`src/rtl/rv32_pkg.sv`:
```
// rv32_pkg: shared RV32 widths, register-0 index and forward-select encoding
package rv32_pkg;
  localparam int XLEN = 32;
  localparam int REG_IDX_W = 5;
  localparam logic [REG_IDX_W-1:0] REG_X0 = '0;
  typedef enum logic [1:0] {FWD_RF, FWD_EX, FWD_MEM, FWD_WB} fwd_sel_e;
endpackage

```
`src/rtl/rv32_operand_stage_if.sv`:
```
// rv32_operand_stage_if: decode, downstream-writer and execute-side signals of the operand stage
interface rv32_operand_stage_if #(parameter int CTRL_W = 32);
  import rv32_pkg::*;
  logic stall_in, flush_in, valid_in;
  logic [REG_IDX_W-1:0] rs1_in, rs2_in, rd_in;
  logic rs1_read_in, rs2_read_in, rd_write_in, mem_read_in;
  logic [CTRL_W-1:0] ctrl_in;
  logic [XLEN-1:0] rs1_value_in, rs2_value_in;
  logic [REG_IDX_W-1:0] ex_rd_in, mem_rd_in, wb_rd_in;
  logic ex_rd_write_in, mem_rd_write_in, wb_rd_write_in, ex_mem_read_in;
  logic [XLEN-1:0] ex_result_in, mem_result_in, wb_value_in;
  logic hazard_stall_out, valid_out;
  logic [XLEN-1:0] rs1_value_out, rs2_value_out;
  logic [REG_IDX_W-1:0] rd_out;
  logic rd_write_out, mem_read_out;
  logic [CTRL_W-1:0] ctrl_out;
  modport master (
    output stall_in, flush_in, valid_in, rs1_in, rs2_in, rd_in, rs1_read_in, rs2_read_in,
           rd_write_in, mem_read_in, ctrl_in, rs1_value_in, rs2_value_in, ex_rd_in, mem_rd_in,
           wb_rd_in, ex_rd_write_in, mem_rd_write_in, wb_rd_write_in, ex_mem_read_in,
           ex_result_in, mem_result_in, wb_value_in,
    input  hazard_stall_out, valid_out, rs1_value_out, rs2_value_out, rd_out, rd_write_out,
           mem_read_out, ctrl_out
  );
  modport slave (
    input  stall_in, flush_in, valid_in, rs1_in, rs2_in, rd_in, rs1_read_in, rs2_read_in,
           rd_write_in, mem_read_in, ctrl_in, rs1_value_in, rs2_value_in, ex_rd_in, mem_rd_in,
           wb_rd_in, ex_rd_write_in, mem_rd_write_in, wb_rd_write_in, ex_mem_read_in,
           ex_result_in, mem_result_in, wb_value_in,
    output hazard_stall_out, valid_out, rs1_value_out, rs2_value_out, rd_out, rd_write_out,
           mem_read_out, ctrl_out
  );
endinterface

```
`src/rtl/rv32_operand_fwd.sv`:
```
// rv32_operand_fwd: one-source operand select and interlock; RV32_OPERAND_BYPASS_EN enables forwarding
module rv32_operand_fwd
  import rv32_pkg::*;
(
  input  logic [REG_IDX_W-1:0] rs,
  input  logic                 used,
  input  logic [REG_IDX_W-1:0] ex_rd,
  input  logic [REG_IDX_W-1:0] mem_rd,
  input  logic [REG_IDX_W-1:0] wb_rd,
  input  logic                 ex_we,
  input  logic                 mem_we,
  input  logic                 wb_we,
  input  logic                 ex_load,
  input  logic [XLEN-1:0]      rf_value,
  input  logic [XLEN-1:0]      ex_value,
  input  logic [XLEN-1:0]      mem_value,
  input  logic [XLEN-1:0]      wb_value,
  output logic [XLEN-1:0]      value,
  output logic                 hazard
);
`ifdef RV32_OPERAND_BYPASS_EN
  localparam bit BYPASS = 1'b1;
`else
  localparam bit BYPASS = 1'b0;
`endif
  logic nz, ex_hit, mem_hit, wb_hit;
  fwd_sel_e sel;
  always_comb begin
    nz = rs != REG_X0;
    ex_hit = nz && ex_we && ex_rd == rs;
    mem_hit = nz && mem_we && mem_rd == rs;
    wb_hit = nz && wb_we && wb_rd == rs;
    // a load in EX has no data yet, so it drops out of the priority chain
    sel = !BYPASS ? FWD_RF : (ex_hit && !ex_load) ? FWD_EX : mem_hit ? FWD_MEM : wb_hit ? FWD_WB : FWD_RF;
    hazard = used && (BYPASS ? ex_hit && ex_load : ex_hit || mem_hit || wb_hit);
    value = !nz ? '0 : sel == FWD_EX ? ex_value : sel == FWD_MEM ? mem_value :
            sel == FWD_WB ? wb_value : rf_value;
  end
endmodule

```
`src/rtl/rv32_operand_stage.sv`:
```
// rv32_operand_stage: latches decode beside the register file, resolves operands, registers them into execute
// Forwarding is built in only when RV32_OPERAND_BYPASS_EN is defined; otherwise every pending writer interlocks.
module rv32_operand_stage
  import rv32_pkg::*;
#(
  parameter int CTRL_W = 32
) (
  input logic                  clk,
  input logic                  reset,
  rv32_operand_stage_if.slave  bus
);
  typedef struct packed {
    logic valid;
    logic [REG_IDX_W-1:0] rs1, rs2;
    logic rs1_read, rs2_read;
    logic [REG_IDX_W-1:0] rd;
    logic rd_write, mem_read;
    logic [CTRL_W-1:0] ctrl;
  } stage_t;
  typedef struct packed {
    logic valid;
    logic [XLEN-1:0] rs1_value, rs2_value;
    logic [REG_IDX_W-1:0] rd;
    logic rd_write, mem_read;
    logic [CTRL_W-1:0] ctrl;
  } out_t;
  stage_t s;
  out_t o;
  logic [XLEN-1:0] v1, v2;
  logic h1, h2;
  rv32_operand_fwd u_fwd1 (
    .rs(s.rs1), .used(s.rs1_read), .ex_rd(bus.ex_rd_in), .mem_rd(bus.mem_rd_in), .wb_rd(bus.wb_rd_in),
    .ex_we(bus.ex_rd_write_in), .mem_we(bus.mem_rd_write_in), .wb_we(bus.wb_rd_write_in),
    .ex_load(bus.ex_mem_read_in), .rf_value(bus.rs1_value_in), .ex_value(bus.ex_result_in),
    .mem_value(bus.mem_result_in), .wb_value(bus.wb_value_in), .value(v1), .hazard(h1)
  );
  rv32_operand_fwd u_fwd2 (
    .rs(s.rs2), .used(s.rs2_read), .ex_rd(bus.ex_rd_in), .mem_rd(bus.mem_rd_in), .wb_rd(bus.wb_rd_in),
    .ex_we(bus.ex_rd_write_in), .mem_we(bus.mem_rd_write_in), .wb_we(bus.wb_rd_write_in),
    .ex_load(bus.ex_mem_read_in), .rf_value(bus.rs2_value_in), .ex_value(bus.ex_result_in),
    .mem_value(bus.mem_result_in), .wb_value(bus.wb_value_in), .value(v2), .hazard(h2)
  );
  assign bus.hazard_stall_out = s.valid && (h1 || h2) && !bus.flush_in;
  assign bus.valid_out = o.valid;
  assign bus.rs1_value_out = o.rs1_value;
  assign bus.rs2_value_out = o.rs2_value;
  assign bus.rd_out = o.rd;
  assign bus.rd_write_out = o.rd_write;
  assign bus.mem_read_out = o.mem_read;
  assign bus.ctrl_out = o.ctrl;
  always_ff @(posedge clk) begin
    if (reset) begin
      s <= '0;
      o <= '0;
    end else if (bus.flush_in) begin
      s.valid <= 1'b0;
      o.valid <= 1'b0;
    end else if (!bus.stall_in) begin
      o <= bus.hazard_stall_out ? '0 : out_t'{valid: s.valid, rs1_value: v1, rs2_value: v2, rd: s.rd,
                                              rd_write: s.rd_write, mem_read: s.mem_read, ctrl: s.ctrl};
      if (!bus.hazard_stall_out)
        s <= stage_t'{valid: bus.valid_in, rs1: bus.rs1_in, rs2: bus.rs2_in, rs1_read: bus.rs1_read_in,
                      rs2_read: bus.rs2_read_in, rd: bus.rd_in, rd_write: bus.rd_write_in,
                      mem_read: bus.mem_read_in, ctrl: bus.ctrl_in};
    end
  end
endmodule

```
`src/flat_wrapper.sv`:
```
// flat-port wrapper written by rule: the top's interface ports become plain ports
module rv32_operand_stage_flat import rv32_pkg::*;
#(
  parameter int CTRL_W = 32
)
  (clk, reset, bus_stall_in, bus_flush_in, bus_valid_in, bus_rs1_in, bus_rs2_in, bus_rd_in, bus_rs1_read_in, bus_rs2_read_in, bus_rd_write_in, bus_mem_read_in, bus_ctrl_in, bus_rs1_value_in, bus_rs2_value_in, bus_ex_rd_in, bus_mem_rd_in, bus_wb_rd_in, bus_ex_rd_write_in, bus_mem_rd_write_in, bus_wb_rd_write_in, bus_ex_mem_read_in, bus_ex_result_in, bus_mem_result_in, bus_wb_value_in, bus_hazard_stall_out, bus_valid_out, bus_rs1_value_out, bus_rs2_value_out, bus_rd_out, bus_rd_write_out, bus_mem_read_out, bus_ctrl_out);
  rv32_operand_stage_if #(.CTRL_W(CTRL_W)) bus_i ();
  input logic clk;
  input logic reset;
  input wire logic [$bits(bus_i.stall_in)-1:0] bus_stall_in;
  input wire logic [$bits(bus_i.flush_in)-1:0] bus_flush_in;
  input wire logic [$bits(bus_i.valid_in)-1:0] bus_valid_in;
  input wire logic [$bits(bus_i.rs1_in)-1:0] bus_rs1_in;
  input wire logic [$bits(bus_i.rs2_in)-1:0] bus_rs2_in;
  input wire logic [$bits(bus_i.rd_in)-1:0] bus_rd_in;
  input wire logic [$bits(bus_i.rs1_read_in)-1:0] bus_rs1_read_in;
  input wire logic [$bits(bus_i.rs2_read_in)-1:0] bus_rs2_read_in;
  input wire logic [$bits(bus_i.rd_write_in)-1:0] bus_rd_write_in;
  input wire logic [$bits(bus_i.mem_read_in)-1:0] bus_mem_read_in;
  input wire logic [$bits(bus_i.ctrl_in)-1:0] bus_ctrl_in;
  input wire logic [$bits(bus_i.rs1_value_in)-1:0] bus_rs1_value_in;
  input wire logic [$bits(bus_i.rs2_value_in)-1:0] bus_rs2_value_in;
  input wire logic [$bits(bus_i.ex_rd_in)-1:0] bus_ex_rd_in;
  input wire logic [$bits(bus_i.mem_rd_in)-1:0] bus_mem_rd_in;
  input wire logic [$bits(bus_i.wb_rd_in)-1:0] bus_wb_rd_in;
  input wire logic [$bits(bus_i.ex_rd_write_in)-1:0] bus_ex_rd_write_in;
  input wire logic [$bits(bus_i.mem_rd_write_in)-1:0] bus_mem_rd_write_in;
  input wire logic [$bits(bus_i.wb_rd_write_in)-1:0] bus_wb_rd_write_in;
  input wire logic [$bits(bus_i.ex_mem_read_in)-1:0] bus_ex_mem_read_in;
  input wire logic [$bits(bus_i.ex_result_in)-1:0] bus_ex_result_in;
  input wire logic [$bits(bus_i.mem_result_in)-1:0] bus_mem_result_in;
  input wire logic [$bits(bus_i.wb_value_in)-1:0] bus_wb_value_in;
  output wire logic [$bits(bus_i.hazard_stall_out)-1:0] bus_hazard_stall_out;
  output wire logic [$bits(bus_i.valid_out)-1:0] bus_valid_out;
  output wire logic [$bits(bus_i.rs1_value_out)-1:0] bus_rs1_value_out;
  output wire logic [$bits(bus_i.rs2_value_out)-1:0] bus_rs2_value_out;
  output wire logic [$bits(bus_i.rd_out)-1:0] bus_rd_out;
  output wire logic [$bits(bus_i.rd_write_out)-1:0] bus_rd_write_out;
  output wire logic [$bits(bus_i.mem_read_out)-1:0] bus_mem_read_out;
  output wire logic [$bits(bus_i.ctrl_out)-1:0] bus_ctrl_out;
  assign bus_i.stall_in = bus_stall_in;
  assign bus_i.flush_in = bus_flush_in;
  assign bus_i.valid_in = bus_valid_in;
  assign bus_i.rs1_in = bus_rs1_in;
  assign bus_i.rs2_in = bus_rs2_in;
  assign bus_i.rd_in = bus_rd_in;
  assign bus_i.rs1_read_in = bus_rs1_read_in;
  assign bus_i.rs2_read_in = bus_rs2_read_in;
  assign bus_i.rd_write_in = bus_rd_write_in;
  assign bus_i.mem_read_in = bus_mem_read_in;
  assign bus_i.ctrl_in = bus_ctrl_in;
  assign bus_i.rs1_value_in = bus_rs1_value_in;
  assign bus_i.rs2_value_in = bus_rs2_value_in;
  assign bus_i.ex_rd_in = bus_ex_rd_in;
  assign bus_i.mem_rd_in = bus_mem_rd_in;
  assign bus_i.wb_rd_in = bus_wb_rd_in;
  assign bus_i.ex_rd_write_in = bus_ex_rd_write_in;
  assign bus_i.mem_rd_write_in = bus_mem_rd_write_in;
  assign bus_i.wb_rd_write_in = bus_wb_rd_write_in;
  assign bus_i.ex_mem_read_in = bus_ex_mem_read_in;
  assign bus_i.ex_result_in = bus_ex_result_in;
  assign bus_i.mem_result_in = bus_mem_result_in;
  assign bus_i.wb_value_in = bus_wb_value_in;
  assign bus_hazard_stall_out = bus_i.hazard_stall_out;
  assign bus_valid_out = bus_i.valid_out;
  assign bus_rs1_value_out = bus_i.rs1_value_out;
  assign bus_rs2_value_out = bus_i.rs2_value_out;
  assign bus_rd_out = bus_i.rd_out;
  assign bus_rd_write_out = bus_i.rd_write_out;
  assign bus_mem_read_out = bus_i.mem_read_out;
  assign bus_ctrl_out = bus_i.ctrl_out;
  rv32_operand_stage #(.CTRL_W(CTRL_W)) u_core (.clk(clk), .reset(reset), .bus(bus_i));
endmodule
```
`config.mk`:
```
export PLATFORM = sky130hd
export DESIGN_NAME = rv32_operand_stage_flat
export DESIGN_NICKNAME = d
export VERILOG_FILES = /design/src/rtl/rv32_pkg.sv /design/src/rtl/rv32_operand_stage_if.sv /design/src/rtl/rv32_operand_fwd.sv /design/src/rtl/rv32_operand_stage.sv /design/src/flat_wrapper.sv
export SDC_FILE = /design/constraint.sdc
export NUM_CORES = 1
export LEC_CHECK = 0
export ABC_AREA = 0
export CAP_MARGIN = 20
export CORE_MARGIN = 1
export CORE_UTILIZATION = 36
export CTS_CLUSTER_DIAMETER = 80
export DETAILED_ROUTE_END_ITERATION = 8
export MAX_ROUTING_LAYER = met4
export PLACE_DENSITY = 0.85
export SLEW_MARGIN = 25
export SYNTH_ARGS = -nofsm -noshare
export SYNTH_HDL_FRONTEND = slang
export SYNTH_SLANG_ARGS = --single-unit
export TNS_END_PERCENT = 100
```
`constraint.sdc`:
```
create_clock -name clk -period 2.3 [get_ports clk]
set_clock_uncertainty 0.15 [all_clocks]
set_input_delay 0.46 -clock clk [delete_from_list [all_inputs] [get_ports clk]]
set_output_delay 0.46 -clock clk [all_outputs]
set_load 0.1 [all_outputs]
```
# [After elaboration in Yosys (flattened, before gate mapping)]
# Cells that the tools add are included.
[totals] latch_bits=0 reg_bits=156 ram_bits=0 n_memories=0 rom_bits=0 input_bits=235
[op_classes] div=0 magnitude_cmp=0 add_sub_neg=0 n_shift=0 reduce_logical=28 n_bitwise=3 mux=3 n_eq_ne=6 n_mul=0
[ops] operator="104-bit 2-to-1 mux" count=1
[ops] operator="32-bit 2-to-1 mux" count=2
[ops] operator="5-bit == test" count=6
[ops] operator="1-bit logical AND" count=16
[ops] operator="5-bit nonzero test" count=2
[ops] operator="1-bit logical OR" count=5
[ops] operator="2-bit AND reduction" count=2
[ops] operator="1-bit inverter" count=3
[ops] operator="3-bit AND reduction" count=1
[ops] operator="2-bit OR reduction" count=1
[ops] operator="1-bit logical NOT" count=1

# [Depth between registers and ports, before layout]
[logic_depth] depth_word=11 mapped_depth=10 mapped_depth_nobuf=7

# [Cells and area by module]
# Synthesis repeated with hierarchy kept, for this count alone.
[hier_totals] cells_unflattened=594 area_unflattened_um2=5972.0
[by_module_without_submodules] mod="rv32_operand_stage" cells_each=474 n_inst=1 area_each_um2=5128.7
[by_module_without_submodules] mod="rv32_operand_fwd" cells_each=60 n_inst=2 area_each_um2=421.7

# [Worst setup path after synthesis]
# Ideal clock, no wire load.
[synth_timing] path_kind="input -> output" start="in bus_mem_rd_in[3]" end="out bus_hazard_stall_out" arrival_time_ps=1998 path_buffers=2 required_time_ps=1690 cell_stages=8 path_slack_ps=-308 path_cell_list="xor2_1 > nor4_1 > nand3_1 > and3_1 > o22a_1 > buf_6 > buf_6 > inv_2"
[synth_between] elab_chain_cells=8
[synth_rtl] item="start: declaration" line="flat_wrapper.sv:24" text="input wire logic [$bits(bus_i.mem_rd_in)-1:0] bus_mem_rd_in;"
[synth_rtl] item="5-bit == test" line="rv32_operand_fwd.sv:31" text="mem_hit = nz && mem_we && mem_rd == rs;"
[synth_rtl] item="1-bit logical AND" line="rv32_operand_fwd.sv:31"
[synth_rtl] item="1-bit logical OR (2 in series)" line="rv32_operand_fwd.sv:35" text="hazard = used && (BYPASS ? ex_hit && ex_load : ex_hit || mem_hit || wb_hit);"
[synth_rtl] item="1-bit logical AND" line="rv32_operand_fwd.sv:35"
[synth_rtl] item="1-bit logical OR (*)" line="rv32_operand_stage.sv:43" text="assign bus.hazard_stall_out = s.valid && (h1 || h2) && !bus.flush_in;"
[synth_rtl] item="1-bit logical AND (*) (2 in series)" line="rv32_operand_stage.sv:43"
[synth_rtl] item="end: declaration" line="flat_wrapper.sv:33" text="output wire logic [$bits(bus_i.hazard_stall_out)-1:0] bus_hazard_stall_out;"
# Mark *: on every way between the ends. The rest lies on a longest branch, timed or not.

# [Worst setup path in the final report]
[layout_timing] start="reg u_core.s[50] (netlist name)" end="out bus_hazard_stall_out"
[layout_between] elab_chain_cells=9
[layout_rtl] item="start: declaration" line="rv32_operand_stage.sv:27" text="stage_t s;"
[layout_rtl] item="start signal: assignment" line="rv32_operand_stage.sv:62" text="s <= stage_t'{valid: bus.valid_in, rs1: bus.rs1_in, rs2: bus.rs2_in, rs1_read: bus.rs1_read_in,"
[layout_rtl] item="5-bit nonzero test" line="rv32_operand_fwd.sv:29" text="nz = rs != REG_X0;"
[layout_rtl] item="1-bit logical AND, on equally long branches (2 in series)" line="rv32_operand_fwd.sv:30, rv32_operand_fwd.sv:31"
[layout_rtl] item="1-bit logical OR" line="rv32_operand_fwd.sv:35"
[layout_rtl] item="1-bit logical OR (*)" line="rv32_operand_fwd.sv:35"
[layout_rtl] item="1-bit logical AND (*)" line="rv32_operand_fwd.sv:35"
[layout_rtl] item="1-bit logical OR (*)" line="rv32_operand_stage.sv:43"
[layout_rtl] item="1-bit logical AND (*) (2 in series)" line="rv32_operand_stage.sv:43"
# Marked as above.

==> impl.org <==
** Worst setup path
- The worst setup path is launched from a flop.
- Cell breakdown of the critical path :: xor2_1 -> nor4_1 -> nand3_1 -> and3_4 -> o22a_4 -> inv_16 -> buf_16
- Worst endpoint data arrival time :: 2050 ps
- STA classifies the critical path endpoint as an output pin.
- The critical path runs through a total of 7 cells.
- Crit path buffers/inverters :: 2
- In this run the register-to-register setup slack is -220 ps.
- Longest individual stage delay on the worst path :: 360 ps
- The worst setup path is of the flop to output pin kind.
- On the critical path, the stage with the largest delay is an instance of sky130_fd_sc_hd__dfxtp_2.
- Maximum fanout along the worst path :: 5
- Kind of cell with the highest combined delay on the critical path :: simple AND/OR/NAND/NOR gates
- Required @ worst endpoint :: 1690 ps
- Measured in cells, the most critical reg-to-reg path has a length of 11.
- The worst register-to-register path ends at u_core.bus.rs1_value_out[19].
- The startpoint identified for the worst register-to-register timing path is u_core.s[50].

** STA
- In the finished design, the share of the clock period the worst path needs comes to 115.7%.
- Setup violation total in the final timing report :: 154
- The worst pin sits at a relative slew slack of 65.61%.
- Max-slew violation total from the final report :: 0
- Across all setup checks in the final design, the least slack found is -361.2 ps.
- The number of failing hold endpoints at the final stage was 0.
- Max Fclk :: 0.3758 GHz
- For the finished layout, the period the worst path requires is 2661 ps.
- At the pin with the least slew margin, the transition time is 515.8 ps.
- Unrepaired setup endpoints after global routing :: yes

** Floorplan
- Core Footprint :: 0.01754 mm²
- Number of top-level pins :: 340
- In this run the horizontal extent of the chip is 136.8 µm.
- Die area :: 0.01870 mm²
- After floorplanning, the core was divided into 48 placement rows.
- Initial Util :: 37.28%
- From bottom edge to top edge, the die measures 136.8 µm.

** Hold path
- The path with the worst hold slack has its endpoint at u_core.bus.ctrl_out[21].
- Worst hold start :: reset
- Number of instances on the worst hold path :: 2
- In this run the worst hold path is classified as input port to flop.

** GRT
- Across every metal layer, demand over resource in global routing totals 22.08%.
- Final global-route overflow total :: 0
- Entering global routing, the biggest net connects 70 pins.
- The number of global-route vias before repair was 6044.
- Antenna violations before repair :: 1
- Global-route wire length before repair :: 30910 µm

** Cells and area
- Across the whole layout, storage elements account for 0.003136 mm².
- Area Overhead vs Synth :: 51.66%
- Cells with a size suffix above 1 make up 25.47% of the layout.
- Filler cells :: 1538
- Area of all placed cells without fillers :: 0.009915 mm²
- Leaving out filler cells and counting taps, the final layout contains 1235.
- The final layout contains 1231 nets.
- The multi-input combinational cells in the finished layout cover a total of 0.002955 mm².

** Pwr
- For this design the static power due to leakage is 3.747 nW.
- Power density over the cells :: 677.2 mW/mm²
- Maximum vdd drop :: 483.7 µV

** Yosys
- Summing every instance area after synthesis gives 0.006538 mm².
- Number of nets produced by synthesis :: 1001
- In this run, synthesis inferred 0 flip-flops with an integrated enable.
- After synthesis, the mean cell area works out to 8.535 µm².
- Most used DFF post-synth :: sky130_fd_sc_hd__dfxtp_1
- Post-synth ARST share :: 0%
- Synthesis produced a netlist whose cell count is 766.
- Total number of yosys warnings :: 0
- Number of flip-flops and latches in the synthesized netlist :: 156
- After synthesis, flip-flops and latches occupy 47.77% of the total area.
- Cell variety after synth :: 25

** Place
- Once placement completed, the tool counted placed cells totaling 1182.
- Summed over all nets, the half-perimeter wirelength after detailed placement is 12350 µm.
- Post-Place Cell Area :: 0.008910 mm²
- During placement, the flow inserted port buffers numbering 242.
- Routability-driven placement finished with a final weighted congestion of 0.9265.

** Clock tree
- Maximum number of buffers from clock root to sink :: 2
- TritonCTS created 17 clock buffers.
- TritonCTS built the clock tree.
- CTS placed an instance of sky130_fd_sc_hd__clkbuf_16 at the clock tree root.
- The later pin in the worst-skew pair is clocked with a latency of 410 ps.
- The H-tree generated during clock tree synthesis spans 4 levels.
- The clock net in this run drives a total of 156 sinks.
- Clock transition time at the flip-flop clock pins of the worst setup and hold paths :: 70 ps

** Detailed routing
- Via count normalized by instance count :: 5.174
- Total wirelength of the detailed-routed design :: 20420 µm
- Count of vias placed by the detailed router :: 6390
- First-pass iteration count of the detailed router :: 5
- In the final routed layout, each cell accounts on average for 16.54 µm.
- The detailed router finished its first iteration with 333 violations.
- DRC violation count after routing :: 0
- The detail route stage leaves a number of antenna-violating nets equal to 0.

** Status
- Status :: complete, but fails checks
- The checks that failed: negative setup slack.

** Job
- Max-cap violations in this run came to 0.
[routing by layer]
metal  vias up  share of wire (%)  GRT usage, %
met3        29                8.3         5.667
li1       3124                  -             -
met5         -                  0             -
met4         0                2.5         8.889
met1      2964                 40         25.21
met2       273                 49         36.77
[cell usage in the layout, fill, tap and decap left out, types with 18 or more instances in the layout]
cell type | synthesis | final
sky130_fd_sc_hd__nand3_2 | 50 | 50
sky130_fd_sc_hd__nand4_1 | 64 | 64
sky130_fd_sc_hd__buf_4 | 0 | 135
sky130_fd_sc_hd__xor2_1 | 24 | 24
sky130_fd_sc_hd__clkdlybuf4s50_1 | 0 | 123
sky130_fd_sc_hd__clkbuf_16 | 0 | 18
sky130_fd_sc_hd__a21oi_1 | 154 | 154
sky130_fd_sc_hd__dfxtp_1 | 156 | 150
sky130_fd_sc_hd__nand2_1 | 156 | 156
sky130_fd_sc_hd__nand3_1 | 48 | 48
[cell usage after synthesis (all sizes together) (3+ instances only)]
cell	number	area share [%]
buf	44	5.1
clkbuf	40	2.3
nand4	64	6.1
nor4	6	0.57
nor2	5	0.29
nand2	156	9.0
xnor2	6	0.80
nand3	98	11
dfxtp	156	48
a21oi	154	12
nor3	3	0.23
xor2	24	3.2
[repair_timing]
| item | in CTS | in global routing |
|---|---|---|
| pin swaps | 18 | 3 |
| setup buffers | 9 | 0 |
| hold buffers | 0 | 0 |
| gates cloned | 10 | 1 |
| endpoints found under the setup margin | 101 | 157 |
| resized for setup | 38 | 2 |
[state kept, by name, summed over array words and instances (netlist names)]
register                  cells
u_core.bus.rd_out             5
u_core.bus.rd_write_out       1
u_core.bus.mem_read_out       1
u_core.bus.valid_out          1
u_core.bus.rs2_value_out     32
u_core.s                     52
u_core.bus.rs1_value_out     32
u_core.bus.ctrl_out          32
[report_power, final]
group | internal, W | switching (W)
clock | 0.00158 | 0.00114
combinational | 0.000417 | 0.000717
sequential | 0.00279 | 0.0000602
total | 0.00479 | 0.00192
[how the worst max path moves through the flow]
stage / start / end / slack (ps)
after floorplan: bus_wb_rd_in[1] / bus_hazard_stall_out / -80
after global placement: bus_wb_rd_in[1] / u_core.s[42] / -530
after detailed placement: bus_wb_rd_in[1] / u_core.s[19] / -600
after CTS: u_core.s[43] / bus_hazard_stall_out / -360
after global routing: u_core.s[50] / bus_hazard_stall_out / -430
final: u_core.s[50] / bus_hazard_stall_out / -360
[per-stage QoR]
step                      total power (W)  setup TNS (ps)  hold WS (ps)  worst slack, ps  util [%]
final                            0.006714          -15060         167.1           -361.2     56.54
after global routing             0.006980          -26630         157.4           -432.6     56.54
after CTS                        0.006774          -10800         142.2           -360.6     56.31
after detailed placement         0.004046          -78190         296.9           -599.8     50.81
after global placement           0.004034          -70060         287.8           -534.6     50.81
after floorplan                  0.003588          -78.36         286.6           -78.36         -
[kinds of logic after synthesis]
kind of cell | Yosys count | share of synthesized area, %
buf+inv | 86 | 7.560
xor+xnor | 30 | 4.019
flops | 156 | 47.77
compound gates | 158 | 12.67
simple gates | 336 | 27.98
[final cells by class]
class                   instances  share of cell area, %
well taps                     225                  2.839
diodes                          1                0.02524
repair buffers                295                  29.63
flip-flops and latches        156                  31.63
inverters                       2                 0.2398
clock inverters                12                  1.123
clock buffers                  20                  4.707
multi-input cells             524                  29.81
[worst register-to-register path: stages (launching register included)]
cell and delay [ps]:
sky130_fd_sc_hd__dfxtp_2 360, sky130_fd_sc_hd__xor2_1 170, sky130_fd_sc_hd__nor4_1 290, sky130_fd_sc_hd__nand3_1 120
sky130_fd_sc_hd__and3_4 190, sky130_fd_sc_hd__o22a_4 280, sky130_fd_sc_hd__buf_4 160, sky130_fd_sc_hd__buf_12 160
sky130_fd_sc_hd__buf_16 160, sky130_fd_sc_hd__buf_4 150, sky130_fd_sc_hd__nand4_1 90, sky130_fd_sc_hd__a21oi_1 80
(Power assumes the default switching activity.)
